`src/rtl/imem_arbiter_pkg.sv`:
```
// Shared types and constants for the instruction-memory arbiter.
// Owner encoding steers each registered read response back to its requester.
package imem_arbiter_pkg;

    localparam int WORD_W = 32;

    typedef enum logic [1:0] {
        OWN_NONE    = 2'd0,
        OWN_FETCH   = 2'd1,
        OWN_LOAD_RD = 2'd2,
        OWN_LOAD_WR = 2'd3
    } owner_e;

    function automatic int burst_cnt_width(input int max_burst);
        return $clog2(max_burst + 1);
    endfunction

endpackage

```
`src/rtl/imem_arbiter_if.sv`:
```
// Fetch, loader and memory-port signals of the instruction-memory arbiter.
// Handshake: a requester holds req (and its address/data) until it sees gnt in the
// same cycle; a granted read returns rvalid for exactly one cycle on the next cycle.
interface imem_arbiter_if;
    import imem_arbiter_pkg::*;

    logic              f_req;
    logic [WORD_W-1:0] f_addr;
    logic              f_gnt;
    logic              f_rvalid;
    logic [WORD_W-1:0] f_rdata;

    logic              l_req;
    logic              l_we;
    logic [WORD_W-1:0] l_addr;
    logic [WORD_W-1:0] l_wdata;
    logic              l_gnt;
    logic              l_rvalid;
    logic [WORD_W-1:0] l_rdata;
    logic              l_err;

    logic [WORD_W-1:0] m_addr;
    logic              m_we;
    logic [WORD_W-1:0] m_wdata;
    logic [WORD_W-1:0] m_rdata;

    modport slave (
        input  f_req, f_addr, l_req, l_we, l_addr, l_wdata, m_rdata,
        output f_gnt, f_rvalid, f_rdata, l_gnt, l_rvalid, l_rdata, l_err,
               m_addr, m_we, m_wdata
    );

    modport master (
        output f_req, f_addr, l_req, l_we, l_addr, l_wdata, m_rdata,
        input  f_gnt, f_rvalid, f_rdata, l_gnt, l_rvalid, l_rdata, l_err,
               m_addr, m_we, m_wdata
    );

endinterface

```
`src/rtl/imem_arb_burst_ctr.sv`:
```
// Saturating count of consecutive loader grants taken while fetch is waiting.
// Clear has priority over increment; at_max hands the next contended slot to fetch.
module imem_arb_burst_ctr #(
    parameter  int MAX   = 4,
    localparam int CNT_W = $clog2(MAX + 1)
) (
    input  logic             clk,
    input  logic             reset,
    input  logic             clear,
    input  logic             inc,
    output logic [CNT_W-1:0] cnt,
    output logic             at_max
);

    assign at_max = (cnt == CNT_W'(MAX));

    always_ff @(posedge clk or negedge reset) begin
        if (!reset) begin
            cnt <= '0;
        end else if (clear) begin
            cnt <= '0;
        end else if (inc && !at_max) begin
            cnt <= cnt + 1'b1;
        end
    end

endmodule

```
`src/rtl/imem_arbiter.sv`:
```
// Single-port instruction-memory arbiter: loader-priority with bounded bursts, 1-cycle reads.
// Define IMEM_ARB_STATS_EN to add the stat_fetch_stall / stat_load_cnt counters.
module imem_arbiter
    import imem_arbiter_pkg::*;
#(
    parameter  int DEPTH          = 256,
    parameter  int MAX_LOAD_BURST = 4,
    localparam int CNT_W          = $clog2(MAX_LOAD_BURST + 1)
) (
    input  logic             clk,
    input  logic             reset,
    imem_arbiter_if.slave    bus,
    output owner_e           dbg_owner,
    output logic [CNT_W-1:0] dbg_burst_cnt
`ifdef IMEM_ARB_STATS_EN
    ,
    output logic [31:0]      stat_fetch_stall,
    output logic [31:0]      stat_load_cnt
`endif
);

    logic              f_gnt;
    logic              l_gnt;
    logic              f_in_range;
    logic              l_in_range;
    logic              at_max;
    logic              l_err_q;
    logic [CNT_W-1:0]  burst_cnt;
    logic [WORD_W-1:0] mem_addr;
    logic [WORD_W-1:0] m_addr_q;
    logic [WORD_W-1:0] f_rdata_q;
    logic [WORD_W-1:0] l_rdata_q;
    owner_e            owner_q;
    owner_e            owner_d;

    assign f_in_range = (bus.f_addr < WORD_W'(DEPTH));
    assign l_in_range = (bus.l_addr < WORD_W'(DEPTH));

    // Grants are gated by reset so nothing reaches memory while held in reset.
    always_comb begin
        l_gnt = 1'b0;
        f_gnt = 1'b0;
        if (reset) begin
            if (bus.l_req && !(bus.f_req && at_max)) begin
                l_gnt = 1'b1;
            end else if (bus.f_req) begin
                f_gnt = 1'b1;
            end
        end
    end

    imem_arb_burst_ctr #(
        .MAX (MAX_LOAD_BURST)
    ) u_burst_ctr (
        .clk    (clk),
        .reset  (reset),
        .clear  (f_gnt | ~bus.f_req),
        .inc    (l_gnt & bus.f_req),
        .cnt    (burst_cnt),
        .at_max (at_max)
    );

    always_comb begin
        mem_addr = m_addr_q;
        if (l_gnt) begin
            mem_addr = bus.l_addr;
        end else if (f_gnt) begin
            mem_addr = bus.f_addr;
        end
    end

    assign bus.m_addr  = mem_addr;
    assign bus.m_we    = l_gnt & bus.l_we & l_in_range;
    assign bus.m_wdata = l_gnt ? bus.l_wdata : '0;

    // Owner FSM: next state is simply whoever was granted this cycle.
    always_comb begin
        owner_d = OWN_NONE;
        if (f_gnt) begin
            owner_d = OWN_FETCH;
        end else if (l_gnt) begin
            owner_d = bus.l_we ? OWN_LOAD_WR : OWN_LOAD_RD;
        end
    end

    always_ff @(posedge clk or negedge reset) begin
        if (!reset) begin
            owner_q <= OWN_NONE;
        end else begin
            owner_q <= owner_d;
        end
    end

    // Out-of-range reads return zero instead of whatever the memory drives.
    always_ff @(posedge clk or negedge reset) begin
        if (!reset) begin
            m_addr_q  <= '0;
            f_rdata_q <= '0;
            l_rdata_q <= '0;
            l_err_q   <= 1'b0;
        end else begin
            m_addr_q <= mem_addr;
            l_err_q  <= l_gnt & ~l_in_range;
            if (f_gnt) begin
                f_rdata_q <= f_in_range ? bus.m_rdata : '0;
            end
            if (l_gnt && !bus.l_we) begin
                l_rdata_q <= l_in_range ? bus.m_rdata : '0;
            end
        end
    end

    assign bus.f_gnt    = f_gnt;
    assign bus.l_gnt    = l_gnt;
    assign bus.f_rvalid = (owner_q == OWN_FETCH);
    assign bus.l_rvalid = (owner_q == OWN_LOAD_RD);
    assign bus.f_rdata  = f_rdata_q;
    assign bus.l_rdata  = l_rdata_q;
    assign bus.l_err    = l_err_q;

    assign dbg_owner     = owner_q;
    assign dbg_burst_cnt = burst_cnt;

`ifdef IMEM_ARB_STATS_EN
    always_ff @(posedge clk or negedge reset) begin
        if (!reset) begin
            stat_fetch_stall <= '0;
            stat_load_cnt    <= '0;
        end else begin
            if (bus.f_req && !f_gnt) begin
                stat_fetch_stall <= stat_fetch_stall + 32'd1;
            end
            if (l_gnt) begin
                stat_load_cnt <= stat_load_cnt + 32'd1;
            end
        end
    end
`endif

endmodule

```
`src/flat_wrapper.sv`:
```
// flat-port wrapper written by rule: the top's interface ports become plain ports
module imem_arbiter_flat import imem_arbiter_pkg::*;
#(
    parameter  int DEPTH          = 256,
    parameter  int MAX_LOAD_BURST = 4,
    localparam int CNT_W          = $clog2(MAX_LOAD_BURST + 1)
)
  (clk, reset, dbg_owner, dbg_burst_cnt, bus_f_req, bus_f_addr, bus_l_req, bus_l_we, bus_l_addr, bus_l_wdata, bus_m_rdata, bus_f_gnt, bus_f_rvalid, bus_f_rdata, bus_l_gnt, bus_l_rvalid, bus_l_rdata, bus_l_err, bus_m_addr, bus_m_we, bus_m_wdata);
  imem_arbiter_if bus_i ();
  input  logic clk;
  input  logic reset;
  output owner_e dbg_owner;
  output logic [CNT_W-1:0] dbg_burst_cnt;
  input wire logic [$bits(bus_i.f_req)-1:0] bus_f_req;
  input wire logic [$bits(bus_i.f_addr)-1:0] bus_f_addr;
  input wire logic [$bits(bus_i.l_req)-1:0] bus_l_req;
  input wire logic [$bits(bus_i.l_we)-1:0] bus_l_we;
  input wire logic [$bits(bus_i.l_addr)-1:0] bus_l_addr;
  input wire logic [$bits(bus_i.l_wdata)-1:0] bus_l_wdata;
  input wire logic [$bits(bus_i.m_rdata)-1:0] bus_m_rdata;
  output wire logic [$bits(bus_i.f_gnt)-1:0] bus_f_gnt;
  output wire logic [$bits(bus_i.f_rvalid)-1:0] bus_f_rvalid;
  output wire logic [$bits(bus_i.f_rdata)-1:0] bus_f_rdata;
  output wire logic [$bits(bus_i.l_gnt)-1:0] bus_l_gnt;
  output wire logic [$bits(bus_i.l_rvalid)-1:0] bus_l_rvalid;
  output wire logic [$bits(bus_i.l_rdata)-1:0] bus_l_rdata;
  output wire logic [$bits(bus_i.l_err)-1:0] bus_l_err;
  output wire logic [$bits(bus_i.m_addr)-1:0] bus_m_addr;
  output wire logic [$bits(bus_i.m_we)-1:0] bus_m_we;
  output wire logic [$bits(bus_i.m_wdata)-1:0] bus_m_wdata;
  assign bus_i.f_req = bus_f_req;
  assign bus_i.f_addr = bus_f_addr;
  assign bus_i.l_req = bus_l_req;
  assign bus_i.l_we = bus_l_we;
  assign bus_i.l_addr = bus_l_addr;
  assign bus_i.l_wdata = bus_l_wdata;
  assign bus_i.m_rdata = bus_m_rdata;
  assign bus_f_gnt = bus_i.f_gnt;
  assign bus_f_rvalid = bus_i.f_rvalid;
  assign bus_f_rdata = bus_i.f_rdata;
  assign bus_l_gnt = bus_i.l_gnt;
  assign bus_l_rvalid = bus_i.l_rvalid;
  assign bus_l_rdata = bus_i.l_rdata;
  assign bus_l_err = bus_i.l_err;
  assign bus_m_addr = bus_i.m_addr;
  assign bus_m_we = bus_i.m_we;
  assign bus_m_wdata = bus_i.m_wdata;
  imem_arbiter #(.DEPTH(DEPTH), .MAX_LOAD_BURST(MAX_LOAD_BURST)) u_core (.clk(clk), .reset(reset), .bus(bus_i), .dbg_owner(dbg_owner), .dbg_burst_cnt(dbg_burst_cnt));
endmodule
```
`config.mk`:
```
export PLATFORM = sky130hd
export DESIGN_NAME = imem_arbiter_flat
export DESIGN_NICKNAME = d
export VERILOG_FILES = /design/src/rtl/imem_arbiter_pkg.sv /design/src/rtl/imem_arbiter_if.sv /design/src/rtl/imem_arb_burst_ctr.sv /design/src/rtl/imem_arbiter.sv /design/src/flat_wrapper.sv
export SDC_FILE = /design/constraint.sdc
export NUM_CORES = 1
export LEC_CHECK = 0
export BUFFER_PORTS_ARGS = -buffer_cell sky130_fd_sc_hd__buf_2
export CORE_ASPECT_RATIO = 1.2
export CORE_MARGIN = 4
export CORE_UTILIZATION = 43
export CTS_BUF_LIST = sky130_fd_sc_hd__clkbuf_16
export DETAILED_ROUTE_END_ITERATION = 7
export GPL_TIMING_DRIVEN = 0
export PLACE_DENSITY = 0.89
export SLEW_MARGIN = 5
export SYNTH_ARGS = -nofsm -noshare
export SYNTH_HDL_FRONTEND = slang
export SYNTH_SLANG_ARGS = --single-unit
```
`constraint.sdc`:
```
create_clock -name clk -period 1.8 [get_ports clk]
set_input_delay 0.27 -clock clk [delete_from_list [all_inputs] [get_ports clk]]
set_output_delay 0.27 -clock clk [all_outputs]
set_load 0.03 [all_outputs]
```
==> results.toml <==
[global_route]
globalRouteTotalUtil_pct = 32.2
grt_pass1_vias = 7025
grt_first_pass_wirelength_um = 38900
grt_max_degree = 45
grt_overflow = 0
antenna_found_initial = 4

[sta]
max_freq_mhz = 440
drv_slew = 0
finalSetupViolCount = 66
fin_worst_skew_ns = 0.00817
relSlewSlack_pct = 43.5
tightest_slew_ns = 0.840
rsz0062_at_grt = "true"
period_minus_slack_ns = 2.28
hold_violations = 1
hold_slack_ns = -0.000472
period_share_pct = 126
finalWorstSetupSlack_ns = -0.475

[route]
drc = 0
drtIter0Drc = 700
ant_nets = 0
routed_wl_um = 28100
vias_per_cell = 6.29
first_pass_iters = 5
vias = 7099
post_drt_wl_per_cell_um = 24.9

[cts]
clockBufferDepth = 2
cts_buffers = 9
clkTransAtPathRegs_ns = 0.07
clock_latency_ns = 0.35
clk_root_buffer_cell = "clkbuf_16"
htreeDepth = 3
clkSinkCount = 102
cts_tree = "done"

[outcome]
violations = "hold timing, setup timing"
outcome = "finished with violations"

[synthesis]
ys_seq_area_share_pct = 43.0
syn_area_um2 = 5930
synth_most_common_cell = "dfrtp_1"
synth_flop_cell = "dfrtp_1"
ys_types = 34
synth_seq_cells = 102
netlist_instances = 624
synth_area_per_cell_um2 = 9.51
synth_area_leaders = "dfrtp_1 (43%), and4b_1 (11%), nand4_1 (7.0%)"
yosysWarnings = 0
synthArstFlopShare_pct = 100
netlist.top_cell.by_area = "dfrtp_1"
synth_edf_count = 0
yosysTopAreaCellShare_pct = 43.0
synth_nets = 759
synth_commonest_cells = "dfrtp_1 (102), o21ai_1 (68), nand4_1 (66)"

[place]
place_congestion = 0.923
place_hpwl_um = 19000
io_buffers = 270
dp_slack_ns = -0.696

[floorplanning]
die_area_um2 = 15800
core_um2 = 13400
placementRows = 46
start_util_pct = 44.4
fp.dieW_um = 115
die_h_um = 137
io_pins = 272

[power_and_ir_drop]
power.density_nw_per_um2 = 642
p_seq_share_pct = 38.5
clock_power_share_pct = 31.3
p_leak_nw = 4.60
power.switching_w = 0.00208
combinationalPowerShare_pct = 30.1
p_int_w = 0.00431
ir_worst_vdd_uv = 524
p_total_w = 0.00639
netSwitchingFraction_pct = 32.6

[final_layout]
area_growth_pct = 67.7
n_fill_cell = 905
multi_input_area_um2 = 3890
nets = 1086
layout-drive-gt1-share_pct = 51.5
regArea_um2 = 2560

[critical_path]
worst_ep_required_time_ns = 1.53
cp_max_fo = 5
r2r_cells = 9
ff2ff_setup_slack_ns = 0.01
crit_slowest_cell = "dfrtp_2"
path_cells = "inv_2 > ha_4 > and3_4 > buf_12 > buf_16 > o22ai_2 > o2bb2ai_4 > buf_6"
critPathLaunch = "u_core.u_burst_ctr.cnt[1]$_DFFE_PN0P_"
worstReg2RegEnd = "u_core.m_addr_q[14]$_DFF_PN0_"
cpPeakStageDelay_ns = 0.41
start_kind = "flop"
critPathKind = "flop to output pin"
crit_path_end_kind = "output pin"
timing.rr.start = "u_core.u_burst_ctr.cnt[1]$_DFFE_PN0P_"
endpoint = "bus_m_addr[19]"
arrival_ns = 2.01

[worst_hold_path]
worst_hold_path_type = "input port to asynchronous set/reset pin"

[run]
max_cap_viol_count = 0
area by class of cell:
cell class	count	area share (%)
antenna	4	0.101
multi-input combinational	427	39.1
tap	168	2.11
timing repair buffer	318	23.7
clock buffer	9	2.26
buffer	90	6.22
sequential	102	25.7
clock inverter	7	0.717
inverter	3	0.113
layer usage:
layer / wire length, µm / vias to the layer above / GRT usage (%)
met5: 21 / - / 0
met4: 1160 / 4 / 13.2
met3: 2700 / 93 / 6.99
met2: 14400 / 445 / 58.6
met1: 9850 / 3431 / 36.1
li1: - / 3126 / -
power by group through the flow:
stage                     clock network, W  registers [W]  logic, W
after floorplan                          0        0.00247  0.000854
final                              0.00200        0.00246   0.00192
after global routing               0.00210        0.00246   0.00200
after detailed placement                 0        0.00248   0.00140
after CTS                          0.00202        0.00244   0.00172
after global placement                   0        0.00247   0.00137
flip-flops by register name, summed over array words and instances, names as in the netlist:
signal / cells
u_core.bus.f_rdata: 32
u_core.bus.l_rdata: 32
u_core.m_addr_q: 32
u_core.u_burst_ctr.cnt: 3
u_core.dbg_owner: 2
u_core.bus.l_err: 1
placed cells by master (no fill, tap or decap), types with 3 or more instances in the layout:
| cell | count |
|---|---|
| o21ai_1 | 68 |
| o2bb2ai_4 | 28 |
| buf_2 | 236 |
| o22ai_4 | 6 |
| buf_6 | 72 |
| and4b_1 | 64 |
| nor3_1 | 4 |
| dfrtp_1 | 99 |
| buf_4 | 36 |
| o22ai_1 | 17 |
| diode_2 | 4 |
| nand4_1 | 66 |
| nor3_2 | 27 |
| nand2_1 | 3 |
| o22ai_2 | 9 |
| and3_1 | 23 |
| buf_12 | 8 |
| clkbuf_1 | 33 |
| clkbuf_2 | 5 |
| and2_1 | 3 |
| o31ai_1 | 32 |
| nor3_4 | 3 |
| buf_16 | 8 |
| and3_4 | 10 |
| buf_8 | 7 |
| dfrtp_2 | 3 |
| o21ai_0 | 29 |
| o2bb2ai_2 | 4 |
| clkbuf_16 | 11 |
| nor4_1 | 7 |
per-stage QoR:
stage | area [µm²] | instances | hold WS, ns | util [%] | TNS (ns)
after floorplan | 6560 | 624 | -0.0256 | - | -2.56
after CTS | 9370 | 1104 | 0.0106 | 70.2 | -19.80
final | 9950 | 1128 | -0.000472 | 74.5 | -22.46
after detailed placement | 8160 | 1063 | 0.247 | 61.1 | -36.67
after global placement | 8120 | 1062 | 0.481 | 60.8 | -388.23
after global routing | 9950 | 1126 | 0.0209 | 74.5 | -25.42
worst min path at each step:
stage / startpoint / end / slack (ns)
floorplan: reset / u_core.bus.f_rdata[0]$_DFFE_PN0P_ / -0.03
global placement: u_core.bus.l_rdata[7]$_DFFE_PN0P_ / u_core.bus.l_rdata[7]$_DFFE_PN0P_ / 0.48
detailed placement: reset / u_core.bus.l_rdata[5]$_DFFE_PN0P_ / 0.25
CTS: reset / u_core.m_addr_q[15]$_DFF_PN0_ / 0.01
global route: reset / u_core.bus.l_rdata[5]$_DFFE_PN0P_ / 0.02
finish: reset / u_core.bus.l_rdata[2]$_DFFE_PN0P_ / -0.0005
cell families (layout without fill, tap and decap cells):
| logic type | after synthesis | in the layout | share of synthesized area [%] |
|---|---|---|---|
| xor gates and xnor gates | 1 | 1 | 0.148 |
| adders and majority gates | 2 | 2 | 0.422 |
| AOI/OAI and AO/OA | 199 | 199 | 21.2 |
| other | 0 | 4 | 0 |
| DFF | 102 | 102 | 43.0 |
| buffers and inverters | 95 | 427 | 7.74 |
| and+or+nand+nor | 225 | 225 | 27.5 |
worst max-delay path, delay by kind of cell (launching register included):
kind            cells  cell delay (ns)
compound gates      2             0.33
fa+ha+maj           1             0.16
buf+inv             4             0.50
flops               1             0.41
simple gates        1             0.24
timing repair:
action / CTS / global route
pin swaps: 14 / 17
endpoints found under the setup margin: 67 / 67
hold buffers: 3 / 0
cloned: 4 / 3
resized for setup: 155 / 132
endpoints found under the hold margin: 44 / 0
setup buffers: 19 / 19
No activity file was read; power rests on OpenSTA's default activity.
